$ cat config.mk
export PLATFORM = sky130hd
export DESIGN_NAME = uio_bus_arbiter
export DESIGN_NICKNAME = d
export VERILOG_FILES = /design/src/rtl/uio_bus_arbiter.sv
export SDC_FILE = /design/constraint.sdc
export NUM_CORES = 1
export LEC_CHECK = 0
export BUFFER_PORTS_ARGS = -buffer_cell sky130_fd_sc_hd__buf_2
export CORE_MARGIN = 1.5
export CORE_UTILIZATION = 39
export CTS_CLUSTER_SIZE = 28
export DETAILED_ROUTE_END_ITERATION = 7
export PLACE_DENSITY = 0.73
export RECOVER_POWER = 100
export SLEW_MARGIN = 20
export SYNTH_ARGS = -nofsm -noshare
export SYNTH_HDL_FRONTEND = slang
export SYNTH_SLANG_ARGS = --single-unit
$ cat constraint.sdc
create_clock -name clk_i -period 2.32 [get_ports clk_i]
set_clock_uncertainty 0.2 [all_clocks]
set_input_delay 0.464 -clock clk_i [delete_from_list [all_inputs] [get_ports clk_i]]
set_output_delay 0.464 -clock clk_i [all_outputs]
set_load 0.01 [all_outputs]
$ cat src/rtl/uio_bus_arbiter.sv
// uio_bus_arbiter: round-robin owner of the shared 8-bit uio pin bus.
// A grant goes IDLE -> TURN (pins tri-stated) -> OWN (bounded burst) -> IDLE.
// Every change of owner passes through IDLE, so the pins always float for
// at least 1+TURNAROUND cycles between two drivers.
//
//   state | meaning
//   IDLE  | no owner, pins tri-stated, arbitrate when ena && |req
//   TURN  | owner chosen, pins still tri-stated for TURNAROUND cycles
//   OWN   | gnt[owner] high, one beat per cycle until last/limit/drop
module uio_bus_arbiter #(
  parameter int NREQ       = 4,
  parameter int MAX_BURST  = 8,
  parameter int TURNAROUND = 1
) (
  input  logic              clk_i,
  input  logic              rst_ni,
  input  logic              ena_i,
  input  logic [NREQ-1:0]   req_i,
  input  logic [NREQ-1:0]   wr_i,
  input  logic [NREQ*8-1:0] wdata_i,
  input  logic [NREQ-1:0]   last_i,
  output logic [NREQ-1:0]   gnt_o,
  output logic [7:0]        rdata_o,
  output logic              rvalid_o,
  output logic              busy_o,
  input  logic [7:0]        uio_in_i,
  output logic [7:0]        uio_out_o,
  output logic [7:0]        uio_oe_o
);

  localparam int OW = (NREQ > 1) ? $clog2(NREQ) : 1;
  localparam int BW = (MAX_BURST > 1) ? $clog2(MAX_BURST) : 1;
  localparam logic [BW-1:0] BEAT_LAST = BW'(MAX_BURST - 1);
  localparam logic [1:0]    TURN_LOAD = 2'(TURNAROUND);

  typedef enum logic [1:0] {IDLE, TURN, OWN} state_t;

  state_t          state_q, state_d;
  logic [OW-1:0]   owner_q, owner_d;
  logic [OW-1:0]   rr_ptr_q, rr_ptr_d;
  logic [BW-1:0]   beat_q, beat_d;
  logic [1:0]      turn_q, turn_d;
  logic [7:0]      rdata_q, rdata_d;
  logic            rvalid_q, rvalid_d;

  logic [OW-1:0]   scan_idx;
  logic [OW-1:0]   pick;
  logic            found;
  logic            own_req, own_wr, own_last;
  logic [7:0]      own_wdata;
  logic            own_exit;
  logic            read_beat;
  logic [OW-1:0]   rr_next;

  // Per-owner views of the request bundle.
  assign own_req   = req_i[owner_q];
  assign own_wr    = wr_i[owner_q];
  assign own_last  = last_i[owner_q];
  assign own_wdata = wdata_i[{owner_q, 3'b000} +: 8];
  assign own_exit  = own_last || (beat_q == BEAT_LAST) || !own_req;
  assign read_beat = (state_q == OWN) && own_req && !own_wr;
  assign rr_next   = (owner_q == OW'(NREQ - 1)) ? '0 : owner_q + 1'b1;

  // Round-robin search: first set request at or above rr_ptr, wrapping.
  always_comb begin
    found    = 1'b0;
    pick     = rr_ptr_q;
    scan_idx = '0;
    for (int i = 0; i < NREQ; i++) begin
      scan_idx = OW'((int'(rr_ptr_q) + i) % NREQ);
      if (!found && req_i[scan_idx]) begin
        found = 1'b1;
        pick  = scan_idx;
      end
    end
  end

  // State register and datapath registers.
  always_ff @(posedge clk_i or negedge rst_ni) begin
    if (!rst_ni) begin
      state_q  <= IDLE;
      owner_q  <= '0;
      rr_ptr_q <= '0;
      beat_q   <= '0;
      turn_q   <= '0;
      rdata_q  <= '0;
      rvalid_q <= 1'b0;
    end else begin
      state_q  <= state_d;
      owner_q  <= owner_d;
      rr_ptr_q <= rr_ptr_d;
      beat_q   <= beat_d;
      turn_q   <= turn_d;
      rdata_q  <= rdata_d;
      rvalid_q <= rvalid_d;
    end
  end

  // Next-state logic: arbitration, turnaround countdown, burst bookkeeping.
  always_comb begin
    state_d  = state_q;
    owner_d  = owner_q;
    rr_ptr_d = rr_ptr_q;
    beat_d   = beat_q;
    turn_d   = turn_q;
    rdata_d  = rdata_q;
    rvalid_d = 1'b0;
    case (state_q)
      IDLE: begin
        beat_d = '0;
        if (ena_i && found) begin
          owner_d = pick;
          if (TURNAROUND > 0) begin
            state_d = TURN;
            turn_d  = TURN_LOAD;
          end else begin
            state_d = OWN;
          end
        end
      end
      TURN: begin
        if (!ena_i) begin
          state_d = IDLE;
        end else if (turn_q <= 2'd1) begin
          state_d = OWN;
        end else begin
          turn_d = turn_q - 2'd1;
        end
      end
      OWN: begin
        if (read_beat) begin
          rdata_d  = uio_in_i;
          rvalid_d = 1'b1;
        end
        if (!ena_i || own_exit) begin
          state_d  = IDLE;
          rr_ptr_d = rr_next;
          beat_d   = '0;
        end else begin
          beat_d = beat_q + 1'b1;
        end
      end
      default: state_d = IDLE;
    endcase
  end

  // Outputs: grant and pin drive come straight from state/owner, so an
  // async reset clears them without waiting for a clock.
  always_comb begin
    gnt_o     = '0;
    uio_oe_o  = 8'h00;
    uio_out_o = 8'h00;
    for (int i = 0; i < NREQ; i++) begin
      gnt_o[i] = (state_q == OWN) && (owner_q == OW'(i));
    end
    if ((state_q == OWN) && own_req && own_wr) begin
      uio_oe_o  = 8'hFF;
      uio_out_o = own_wdata;
    end
  end

  assign rdata_o  = rdata_q;
  assign rvalid_o = rvalid_q;
  assign busy_o   = (state_q != IDLE);

endmodule
# Word-level counts from Yosys, hierarchy flattened
# Index checks and enable logic that the tools add are counted.
# totals
ff_bits	20
inputBits	55
elab_cells	97
# op_classes
add_sub_neg	6
order_cmp	6
n_eq_ne	11
n_shift	1
muxes	36
n_reduce_logical	30
# op_table
operator	n
$shiftx 32x6->8	1
$mux 2	10
$mux 8	2
$lt 2x3->1 const B	5
$bmux 1 s2	7
$mux 1	13
$logic_and 1x1->1	11
$ne 2x2->1 const B	4
$eq 2x2->1 const B	3
$logic_not 1->1	6
$pmux 2 s3	1
$pmux 3 s2	1
$reduce_and 2->1	3
$reduce_bool 2->1	3
$add 2x1->2 const B	2
$add 2x2->2 const B	2
$eq 2x1->1 const B	2
$logic_not 2->1	2
$pmux 2 s2	1
$reduce_and 4->1	1
$add 3x1->3 const B	1
$eq 3x3->1 const B	1
$logic_or 1x1->1	3
$mux 3	1
4 further kinds	4

# Longest topological paths before layout
# depth
depth_word	15
depth_mapped	6
depth_no_buf	6

# Worst setup path before layout
# No wires, ideal clock.
# synth_timing
path_kind	register to output
startpoint	reg owner_q[0]
endpoint	out uio_oe_o[1]
arrival_time_ns	1.641
setup_slack_ns	0.015
path_stages_with_launch	5
path_cell_list	dfrtp_1 > mux4_2 > nand3_1 > inv_1 > buf_4
# synth_between
elab_chain_len	5
# synth_lines
item	line	rtl
start: declaration	39	logic [OW-1:0] owner_q, owner_d;
start signal: assignment	90	owner_q <= owner_d;
$bmux 1 s2	56	assign own_req = req_i[owner_q];
$mux 1 (implied by the code)	56	
$logic_and 1x1->1	156	if ((state_q == OWN) && own_req && own_wr) begin
$logic_and 1x1->1 (*)	156	
$mux 8 (*)	156	
end: declaration	28	output logic [7:0] uio_oe_o
# Every way passes the cells marked *; elsewhere a longest branch is shown, timed or not. The select of a mux whose other input is x is not followed.

# Worst setup path in the final report
# layout_timing
startpoint	reg owner_q[0]
endpoint	out uio_out_o[4]
# layout_between
elab_chain_len	5
# layout_lines
item	line	rtl
parallel branches: the longest is 4 deep, another holds $shiftx 32x6->8	n/a	
$mux 8 (*)	156	
end: declaration	27	output logic [7:0] uio_out_o,
# Mark *: on every way between the ends. The select of a mux whose other input is x is not followed.

==> reports/metrics.yaml <==
outcome:
  status: "finished with violations"
  violations: "setup timing"
finish:
  fin_nets: 282
  drive_gt1_share_pct: 49.3
  areaGrowthSynthToFinish_pct: 36.0
  postLayoutCoreUtil_pct: 56.6
  final_area_um2: 1920
  layout_common_cells: "buf_2, dfrtp_1, clkbuf_1"
  final_common_cell: "buf_2"
  diodes: 0
yosys:
  ys_ff_latch: 20
  netlist_instances: 130
  synth_edf_count: 0
  yosysSeqAreaShare_pct: 35.5
  yosysUniqueCellTypes: 31
  ys.flop_type: "dfrtp_1"
  async_flop_share_pct: 100
  synth_nets: 192
  ys_warn_count: 0
  netlist_area_um2: 1410
  syn_area_per_cell_um2: 10.8
grt:
  grt.total_usage_pct: 16.9
  grt_antenna_before_repair: 0
  gr-total-overflow: 0
  grt_max_degree: 21
  first_global_vias: 1287
  grt_first_pass_wirelength_um: 5410
drt:
  firstDrtPassIters: 4
  wl_um: 3110
  drcViolationCount: 0
  final_antenna_net_count: 0
  routed_via_density: 4.85
  num_vias: 1284
  wl_per_cell_um: 11.7
  drt_iter0_markers: 30
clock_network:
  clockBufferDepth: 2
  numCtsBuffers: 3
  cts_root_buffer: "clkbuf_4"
  clkTransAtPathRegs_ns: 0.11
  cts.htree.levels: 1
  clkSinkCount: 20
  cts_tree: "built"
  clk_latency_ns: 0.29
place:
  dp.final_hpwl_um: 2640
  place_congestion: 0.783
  placed_area_um2: 1880
  portBuffers: 84
pwr:
  cellLeakagePower_nw: 0.956
  powerDensity_nw_per_um2: 800
  ir_worst_vdd_mv: 0.464
sta:
  finalSetupViolCount: 16
  min_period_ns: 2.37
  grt_setup_unrepaired: "true"
  tightest_slew_ns: 1.05
  max_freq_ghz: 0.421
  slew_violations: 0
  finalWorstSetupSlack_ns: -0.0545
  fin_crit_sh_pct: 102
  whs_ns: 0.183
  hold_viol: 0
  maxSlewHeadroom_pct: 30.0
critical_path:
  rr_endpoint: "rdata_o[3]"
  crit_required_ns: 1.66
  arrival_ns: 1.71
  start_kind: "flip-flop"
  path_class: "reg2out"
  r2r-start: "owner_q[0]"
  r2r_cells: 4
  endpoint_kind: "output port"
  r2r_slack_ns: 0.12
  cp_max_fo: 7
floorplanning:
  ioPinCount: 85
  initial_core_util_pct: 41.6
  die_w_um: 63.1
  core-area_um2: 3390
  placementRows: 21
  dieArea_um2: 3990
  die_y_um: 63.1
min_path:
  min_path_cells: 2
  hp-start: "uio_in_i[7]"
  hold_path_end: "rdata_o[7]"
  min_path_type: "in2reg"
run:
  max_cap_viol_count: 0
flip-flops by register name, indices dropped and copies added, names as in the netlist:
signal,flops
rvalid_o,1
beat_q,3
turn_q,2
owner_q,2
rr_ptr_q,2
rdata_o,8
state_q,2
stage by stage:
stage	std cells	setup TNS [ns]	total power, mW	setup slack (ns)
4_1_cts	265	-1.25	1.61	-0.103
2_1_floorplan	130	0	1.09	0.0153
3_3_place_gp	258	0	1.36	0.0977
5_1_grt	265	-2.31	1.68	-0.175
6_report	265	-0.463	1.53	-0.0545
3_5_place_dp	258	0	1.38	0.0682
worst max path at each step:
| stage | from | endpoint | slack, ns | cells after the start |
|---|---|---|---|---|
| floorplan | owner_q[0] | uio_oe_o[1] | 0.02 | 4 |
| global placement | req_i[2] | uio_out_o[7] | 0.1 | 6 |
| detailed placement | req_i[2] | uio_out_o[3] | 0.07 | 6 |
| CTS | owner_q[0] | uio_out_o[3] | -0.10 | 4 |
| global route | owner_q[0] | uio_out_o[6] | -0.17 | 4 |
| finish | owner_q[0] | uio_out_o[4] | -0.05 | 5 |
worst max-delay path, cell delays in order, from the launching register on:
cell	delay, ns
dfrtp_2	0.44
mux4_2	0.55
nand3_2	0.12
buf_6	0.13
nor2b_1	0.04
buf_2	0.13
synth_stat cells, types with 2 or more instances:
cell       n  share of area [%]
inv_1      7                1.9
nor2b_1   13                5.8
clkbuf_1   2               0.53
mux4_2    10                 16
nor2_1     7                1.9
mux2_2    11                8.8
o22ai_1    2               0.89
dfrtp_1   20                 35
nand2_1    8                2.1
buf_4      7                3.7
nand2b_1   2               0.89
a21oi_1    6                2.1
and2_1     4                1.8
ha_1       7                6.2
o21ai_0    6                2.1
nand3_1    3                1.1
cell families (layout without fill, tap and decap cells):
family / count (synthesis) / count (layout) / share of synthesized area (%)
AND/OR/NAND/NOR: 44 / 44 / 17.7
multiplexers: 23 / 23 / 26.3
flip-flops: 20 / 20 / 35.5
AO/OA/AOI/OAI: 19 / 19 / 7.81
buffers and inverters: 17 / 106 / 6.48
adder cells (fa/ha/maj): 7 / 7 / 6.21
layer usage:
| metal | GRT usage, % | vias up | share of wire, % |
|---|---|---|---|
| met3 | 3.04 | 2 | 9.1 |
| met2 | 31.8 | 64 | 51 |
| met1 | 18.9 | 583 | 40 |
| met4 | 5.83 | 0 | 0.61 |
| met5 | 0 | - | 0 |
| li1 | - | 635 | - |
what timing repair did:
action | 4_1_cts | 5_1_grt
gates resized for setup | 4 | 1
pin swaps | 1 | 0
hold endpoints to repair | 20 | 0
setup endpoints to repair | 18 | 18
setup buffers | 2 | 0
hold buffers | 1 | 0
where the power goes:
group / internal (mW) / leakage (nW) / switching (mW) / total [mW]
Clock: 0.0956 / 0.0210 / 0.103 / 0.199
Sequential: 0.459 / 0.249 / 0.107 / 0.567
Combinational: 0.443 / 0.685 / 0.326 / 0.768
Total: 0.998 / 0.956 / 0.536 / 1.53
layout make-up:
class,count,area [um^2]
multi-input cells,93,810
repair buffers,95,485
flip-flops and latches,20,503
fillers,320,1470
clock buffers,4,36.3
inverters,7,26.3
well taps,46,57.6
Power figures use the tool's default switching activity.
